File: src/rtl/axi4_lite_master.sv
// Single-outstanding AXI4-Lite master: turns one local command into one AXI
// read or write and returns the response, flagging handshakes that wait too long.
module axi4_lite_master #(
  parameter int ADDR_WIDTH = 13,
  parameter int WAIT_LIMIT = 255
) (
  input  logic                  m_axi_aclk,
  input  logic                  m_axi_aresetn,
  input  logic                  cmd_valid,
  output logic                  cmd_ready,
  input  logic                  cmd_write,
  input  logic [ADDR_WIDTH-1:0] cmd_addr,
  input  logic [31:0]           cmd_wdata,
  input  logic [3:0]            cmd_wstrb,
  output logic                  rsp_valid,
  input  logic                  rsp_ready,
  output logic [31:0]           rsp_rdata,
  output logic [1:0]            rsp_resp,
  output logic                  rsp_timeout,
  output logic [ADDR_WIDTH-1:0] m_axi_awaddr,
  output logic [2:0]            m_axi_awprot,
  output logic                  m_axi_awvalid,
  input  logic                  m_axi_awready,
  output logic [31:0]           m_axi_wdata,
  output logic [3:0]            m_axi_wstrb,
  output logic                  m_axi_wvalid,
  input  logic                  m_axi_wready,
  input  logic [1:0]            m_axi_bresp,
  input  logic                  m_axi_bvalid,
  output logic                  m_axi_bready,
  output logic [ADDR_WIDTH-1:0] m_axi_araddr,
  output logic [2:0]            m_axi_arprot,
  output logic                  m_axi_arvalid,
  input  logic                  m_axi_arready,
  input  logic [31:0]           m_axi_rdata,
  input  logic [1:0]            m_axi_rresp,
  input  logic                  m_axi_rvalid,
  output logic                  m_axi_rready
);

  localparam logic [2:0] IDLE    = 3'd0;
  localparam logic [2:0] WR_REQ  = 3'd1;
  localparam logic [2:0] WR_RESP = 3'd2;
  localparam logic [2:0] RD_REQ  = 3'd3;
  localparam logic [2:0] RD_DATA = 3'd4;
  localparam logic [2:0] RSP     = 3'd5;

  localparam logic [15:0] LIMIT = 16'(WAIT_LIMIT);

  logic [2:0]            state, next_state;
  logic [ADDR_WIDTH-1:0] addr_q;
  logic [31:0]           wdata_q;
  logic [3:0]            wstrb_q;
  logic [15:0]           wait_cnt, wait_next;
  logic                  timeout_flag, timeout_next;
  logic                  aw_hs, w_hs, ar_hs, r_hs, b_hs, any_hs;
  logic                  cmd_accept, waiting;

  // Payload outputs come straight from the command capture registers, so they
  // are registered and cannot change while any valid is high.
  assign m_axi_awaddr = addr_q;
  assign m_axi_araddr = addr_q;
  assign m_axi_wdata  = wdata_q;
  assign m_axi_wstrb  = wstrb_q;
  assign m_axi_awprot = 3'b000;
  assign m_axi_arprot = 3'b000;

  assign aw_hs      = m_axi_awvalid & m_axi_awready;
  assign w_hs       = m_axi_wvalid & m_axi_wready;
  assign ar_hs      = m_axi_arvalid & m_axi_arready;
  assign r_hs       = m_axi_rvalid & m_axi_rready;
  assign b_hs       = m_axi_bvalid & m_axi_bready;
  assign any_hs     = aw_hs | w_hs | ar_hs | r_hs | b_hs;
  assign cmd_accept = cmd_valid & cmd_ready;
  assign waiting    = (state == WR_REQ) || (state == WR_RESP) ||
                      (state == RD_REQ) || (state == RD_DATA);

  // In WR_REQ a channel whose valid has already dropped is finished.
  always_comb begin
    next_state = state;
    case (state)
      IDLE:    if (cmd_accept) next_state = cmd_write ? WR_REQ : RD_REQ;
      WR_REQ:  if ((!m_axi_awvalid || aw_hs) && (!m_axi_wvalid || w_hs))
                 next_state = WR_RESP;
      WR_RESP: if (b_hs) next_state = RSP;
      RD_REQ:  if (ar_hs) next_state = RD_DATA;
      RD_DATA: if (r_hs) next_state = RSP;
      RSP:     if (rsp_ready) next_state = IDLE;
      default: next_state = IDLE;
    endcase
  end

  always_comb begin
    wait_next = wait_cnt;
    if ((next_state != state) || any_hs)
      wait_next = '0;
    else if (waiting && (wait_cnt != 16'hFFFF))
      wait_next = wait_cnt + 16'd1;
  end

  always_comb begin
    timeout_next = timeout_flag;
    if (cmd_accept)
      timeout_next = 1'b0;
    else if (wait_cnt > LIMIT)
      timeout_next = 1'b1;
  end

  always_ff @(posedge m_axi_aclk or negedge m_axi_aresetn) begin
    if (!m_axi_aresetn) begin
      state         <= IDLE;
      cmd_ready     <= 1'b0;
      addr_q        <= '0;
      wdata_q       <= '0;
      wstrb_q       <= '0;
      wait_cnt      <= '0;
      timeout_flag  <= 1'b0;
      m_axi_awvalid <= 1'b0;
      m_axi_wvalid  <= 1'b0;
      m_axi_arvalid <= 1'b0;
      m_axi_bready  <= 1'b0;
      m_axi_rready  <= 1'b0;
      rsp_valid     <= 1'b0;
      rsp_rdata     <= '0;
      rsp_resp      <= '0;
      rsp_timeout   <= 1'b0;
    end else begin
      state        <= next_state;
      cmd_ready    <= (next_state == IDLE);
      wait_cnt     <= wait_next;
      timeout_flag <= timeout_next;
      case (state)
        IDLE: begin
          if (cmd_accept) begin
            addr_q        <= cmd_addr;
            wdata_q       <= cmd_wdata;
            wstrb_q       <= cmd_wstrb;
            m_axi_awvalid <= cmd_write;
            m_axi_wvalid  <= cmd_write;
            m_axi_arvalid <= ~cmd_write;
          end
        end
        WR_REQ: begin
          if (aw_hs) m_axi_awvalid <= 1'b0;
          if (w_hs)  m_axi_wvalid  <= 1'b0;
          if (next_state == WR_RESP) m_axi_bready <= 1'b1;
        end
        WR_RESP: begin
          if (b_hs) begin
            m_axi_bready <= 1'b0;
            rsp_rdata    <= '0;
            rsp_resp     <= m_axi_bresp;
            rsp_valid    <= 1'b1;
            rsp_timeout  <= timeout_next;
          end
        end
        RD_REQ: begin
          if (ar_hs) begin
            m_axi_arvalid <= 1'b0;
            m_axi_rready  <= 1'b1;
          end
        end
        RD_DATA: begin
          if (r_hs) begin
            m_axi_rready <= 1'b0;
            rsp_rdata    <= m_axi_rdata;
            rsp_resp     <= m_axi_rresp;
            rsp_valid    <= 1'b1;
            rsp_timeout  <= timeout_next;
          end
        end
        RSP: begin
          if (rsp_ready) begin
            rsp_valid   <= 1'b0;
            rsp_timeout <= 1'b0;
          end
        end
        default: ;
      endcase
    end
  end

endmodule
File: config.mk
export PLATFORM = sky130hd
export DESIGN_NAME = axi4_lite_master
export DESIGN_NICKNAME = d
export VERILOG_FILES = /design/src/rtl/axi4_lite_master.sv
export SDC_FILE = /design/constraint.sdc
export NUM_CORES = 1
export LEC_CHECK = 0
export ABC_AREA = 1
export BUFFER_PORTS_ARGS = -buffer_cell sky130_fd_sc_hd__buf_2
export CAP_MARGIN = 40
export CORE_MARGIN = 10
export CORE_UTILIZATION = 38
export DETAILED_ROUTE_END_ITERATION = 16
export GPL_TIMING_DRIVEN = 0
export PLACE_DENSITY = 0.65
export SLEW_MARGIN = 20
export SYNTH_ARGS = -nofsm -noshare
export SYNTH_HDL_FRONTEND = slang
export SYNTH_SLANG_ARGS = --single-unit
File: constraint.sdc
create_clock -name m_axi_aclk -period 3.2 [get_ports m_axi_aclk]
set_input_delay 0.16 -clock m_axi_aclk [delete_from_list [all_inputs] [get_ports m_axi_aclk]]
set_output_delay 0.16 -clock m_axi_aclk [all_outputs]
set_load 0.01 [all_outputs]
-- After elaboration in Yosys (flattened, before gate mapping)
Index checks and enable logic that the tools add are counted.
- register bits after elaboration: 111
- input port bits: 95
- output and inout port bits: 110
- logic and storage cells: 111
- add/sub/neg operators: 1
- magnitude comparators: 1
- equal/unequal tests: 16
- mux-type cells: 39
- bitwise operators: 11
- reduce and logical (&&, ||, !) cells: 27
- operators with widths (cell ; count):
    $mux 32 ; 2
    $pmux 32 s2 ; 1
    $mux 16 ; 2
    $mux 3 ; 6
    $pmux 3 s6 ; 1
    $reduce_and 3->1 ; 6
    $add 16x1->16 const B ; 1
    $gt 16x8->1 const B ; 1
    $mux 1 ; 16
    $ne 16x16->1 const B ; 1
    $ne 2x2->1 const B ; 7
    $reduce_bool 2->1 ; 6
    $pmux 1 s2 ; 5
    $eq 3x2->1 const B ; 3
    $and 1x1->1 ; 6
    $eq 3x3->1 const B ; 2
    $logic_not 3->1 ; 2
    $logic_or 1x1->1 ; 6
    $mux 2 ; 3
    $pmux 1 s3 ; 2
    $or 1x1->1 ; 4
    $pmux 2 s2 ; 1
    $reduce_and 4->1 ; 1
    $eq 3x1->1 const B ; 1
    7 further kinds ; 9

-- Longest topological paths before layout
- depth in word-level cells: 8
- mapped depth: 13
- depth with buffers taken out: 11

-- Worst setup path after synthesis
Ideal clock, no wire load.
- path type: reg2reg
- start point: reg state[0]
- end point: reg wait_cnt[10]
- arrival: 1.379 ns
- data required time: 3.081 ns
- slack: 1.703 ns
- cell stages (with the launch flop): 11
- path buffers: 2
- period minus slack after synthesis: 1.497 ns
- cells stage by stage: dfrtp_1 > buf_6 > nor2_4 > nand2_2 > nor2_1 > nor2_1 > o21ai_0 > nor2_4 > nand2_2 > buf_6 > nor2_1
- longest elaborated chain between the ends: 6
- RTL lines (what ; line ; RTL):
    from (decl) ; 50 ; logic [2:0] state, next_state;
    from (signal assigned) ; 128 ; state <= next_state;
    branches (longest 6 deep; another with $mux 16) ; -- ;
    to (signal assigned) ; 130 ; wait_cnt <= wait_next;
    to (decl) ; 54 ; logic [15:0] wait_cnt, wait_next;
Parallel ways; which one is timed is not known.
A chain may end at the register's enable or synchronous reset.

-- Worst setup path after layout
- start point: reg state[0]
- end point: reg wdata_q[27], in the netlist m_axi_wdata[27]
- longest elaborated chain between the ends: 2
- RTL lines (what ; line ; RTL):
    $logic_not 3->1 ; 132 ; case (state)
    $reduce_and 2->1 (no line) ; -- ;
    to (signal assigned) ; 136 ; wdata_q <= cmd_wdata;
    to (decl) ; 52 ; logic [31:0] wdata_q;
Every way passes these cells.

==> metrics.txt <==
IO Pins=205; routability cong.=0.798; slowest CP cell=nor2_1; largest family of logic cells by synthesized area=simple AND/OR/NAND/NOR gates; wire per inst=13.7 um; Core ar.=0.0131 mm^2; part of the Yosys area used for sequential elements=55.0%; crit path DAT=2110 ps; Fin Setup TNS=0 ps; vias post-DR=4600; compound-gate portion of the synthesized area=1.93%; Synth Area in Adders=0.248%; commonest non-fill, non-tap cell in the layout=nand2_1; Yosys cell types=30; Num CTS Buffers=9; Hold Crit Class=in2reg; post-cts sizing count=0; non-filler instance count after layout=1034; cell area power density=854 mW/mm^2; initial antenna violation count=0; max_slew headroom=64.0%; Final Max Tran Viols=0; global-route wire length before repair=22.9 mm; Worst-Skew Late Latency=350 ps; die area=0.0183 mm^2; met2 GRT Util=24.2%; Post-route DRC=0; pre-CTS worst setup slack=1330 ps; die height=135 um; Area growth syn-to-layout=33.0%; Synth area leaders=dfrtp_1, nand2_1, nand3_1; Crit Path Max Fanout=10; ratio of cells with drive above 1 in the final layout=30.7%; status=complete, no violations; buffers added on ports=198; VDD IR max=0.000490 V; ant diodes=0; Synth top area share=55.0%; Final WS setup=1380 ps; CP delay by family, top=simple AND/OR/NAND/NOR gates; Reg2Reg Launch Point=state[0]; synthesis warning total=0; DRT Wirelength=14.1 mm; fin nets=950; multiplexer area fraction after synthesis=0%; unrepaired setup endpoints after global routing=no; first drt pass iteration count=5; cell repeated most along the worst path=nand2_1; Initial Util=38.4%; max-cap violations=0; Post-CTS Setup Repair Bufs=0; delay of the slowest critical-path stage=380 ps; Crit Path Category=reg2reg; clk slew on worst S/H paths=70 ps; Fill cells=1315; Max Freq=550 MHz; Primary FF master, synth=dfrtp_1; Post-Synth XOR/XNOR Area=1.21%; Hold Path Depth=3; CTS tree=built; Critical Path Start Type=flop; CTS HTree Levels=3; Synth Area in Simple Gates=33.6%; die width=135 um; number of synthesized register bits=111; largest net degree at the start of global routing=58; Hold Buf Count CTS=14; worst path bufs/invs=2; GR Util All Layers=15.2%; M1 GR Usage=18.6%; CTS Buffer Depth=2; Sink Count=111; Post-DP Area=0.00631 mm^2; fin crit period=1820 ps; gr busiest metal=met2; final instance area=0.00672 mm^2; crit-path cells=buf_6 > nor2_4 > nand2_2 > nor2_1 > clkbuf_1 > nand2_1 > nand2_1; Mapped Cells=625; total gr overflow=0; area leader, netlist=dfrtp_1; clock root cell=clkbuf_16; reg2reg end=m_axi_wdata[27]; Leak=0.00391 uW; final setup violation count=0; Worst-Margin Slew=540 ps; ANT nets after route=0; Post-synth EDFFs=0; dpl hpwl=10.9 mm; Synth Cell Area=0.00505 mm^2; reg-to-reg slack, setup=1380 ps; final worst path period share=56.8%; row count=42; Worst Reg-to-Reg Cells=7; clk_skew=8.13 ps; endpoint class of the critical path=flop; Synth async-reset ratio=100%; met3 Use GR=6.08%; Via density=4.45; HP Start=cmd_wstrb[3]; Worst Path Required=3490 ps; vias in the first global route=4611; final hold viol count=0; Hold EP=m_axi_wstrb[3]; placed insts=1005; most frequent cells in the layout=nand2_1, buf_2, dfrtp_1, nor2_1, nand3_1; DR iter-0 viols=189; Synth Area per Inst=8.08 um^2
==> layout make-up <==
type | count | area (um^2) | share of cell area [%]
clock inverter | 4 | 30.0 | 0.447
tap | 176 | 220 | 3.28
inverter | 35 | 134 | 1.99
multi-input combinational | 441 | 1890 | 28.2
clock buffer | 11 | 233 | 3.46
buffer | 43 | 265 | 3.95
timing repair buffer | 213 | 1160 | 17.3
sequential | 111 | 2780 | 41.3
==> tightest hold or removal path: stages <==
cell	delay [ps]
buf_2	80
nand2_1	40
nand2_1	50
==> kinds of logic (layout without fill, tap and decap cells) <==
| family | Yosys count | count (layout) |
|---|---|---|
| compound gates | 15 | 15 |
| xor+xnor | 7 | 7 |
| fa+ha+maj | 1 | 1 |
| buf+inv | 78 | 306 |
| flops | 111 | 111 |
| other cells | 1 | 6 |
| simple gates | 412 | 412 |
==> how the worst max path moves through the flow <==
stage / endpoint / start / cells after the start / slack (ps)
after global placement: m_axi_wdata[16] / m_axi_aresetn / 1 / 600
final: m_axi_wdata[27] / state[0] / 7 / 1380
after detailed placement: m_axi_wdata[28] / state[0] / 7 / 1330
after floorplan: wait_cnt[10] / state[0] / 10 / 1700
after CTS: m_axi_wdata[28] / state[0] / 7 / 1320
after global routing: m_axi_wdata[27] / state[0] / 7 / 1190
==> cell usage after synthesis (2+ instances only) <==
| library cell | count |
|---|---|
| xor2_1 | 6 |
| buf_4 | 21 |
| nand3_1 | 48 |
| nor2_1 | 48 |
| nand2_1 | 289 |
| nand4_1 | 7 |
| nor2_4 | 4 |
| nand2_2 | 6 |
| inv_2 | 5 |
| nor3_1 | 6 |
| buf_2 | 8 |
| dfrtp_1 | 111 |
| o31ai_1 | 2 |
| o21bai_1 | 3 |
| clkbuf_1 | 12 |
| o21ai_0 | 6 |
| inv_1 | 29 |
| buf_6 | 2 |
==> per-stage QoR <==
stage / hold WS (ps) / power [uW] / util (%)
2_1_floorplan: -136 / 3710 / -
3_3_place_gp: 360 / 4720 / 47.8
3_5_place_dp: 165 / 4760 / 48.1
4_1_cts: 0.266 / 5820 / 51.1
5_1_grt: 3.93 / 6200 / 51.1
6_report: 9.32 / 5740 / 51.1
==> power breakdown <==
group          leakage [uW]  total [uW]  internal, uW  switching, uW
Sequential          0.00146        2170          1890            282
Combinational       0.00233        2540           966           1570
Clock              0.000126        1030           529            499
Total               0.00391        5740          3390           2350
==> state kept, by name, summed over array words and instances, names as in the netlist <==
register / cells
m_axi_wvalid: 1
m_axi_bready: 1
cmd_ready: 1
m_axi_wdata: 32
rsp_valid: 1
rsp_resp: 2
m_axi_araddr: 13
wait_cnt: 16
m_axi_awvalid: 1
rsp_rdata: 32
rsp_timeout: 1
m_axi_arvalid: 1
m_axi_rready: 1
state: 3
m_axi_wstrb: 4
timeout_flag: 1
==> layer usage <==
layer	wire [um]	part of all wire, %
met5	0	0
met1	6100	43
met4	144	1.0
met2	6720	48
met3	1180	8.3
Power figures use the tool's default switching activity.
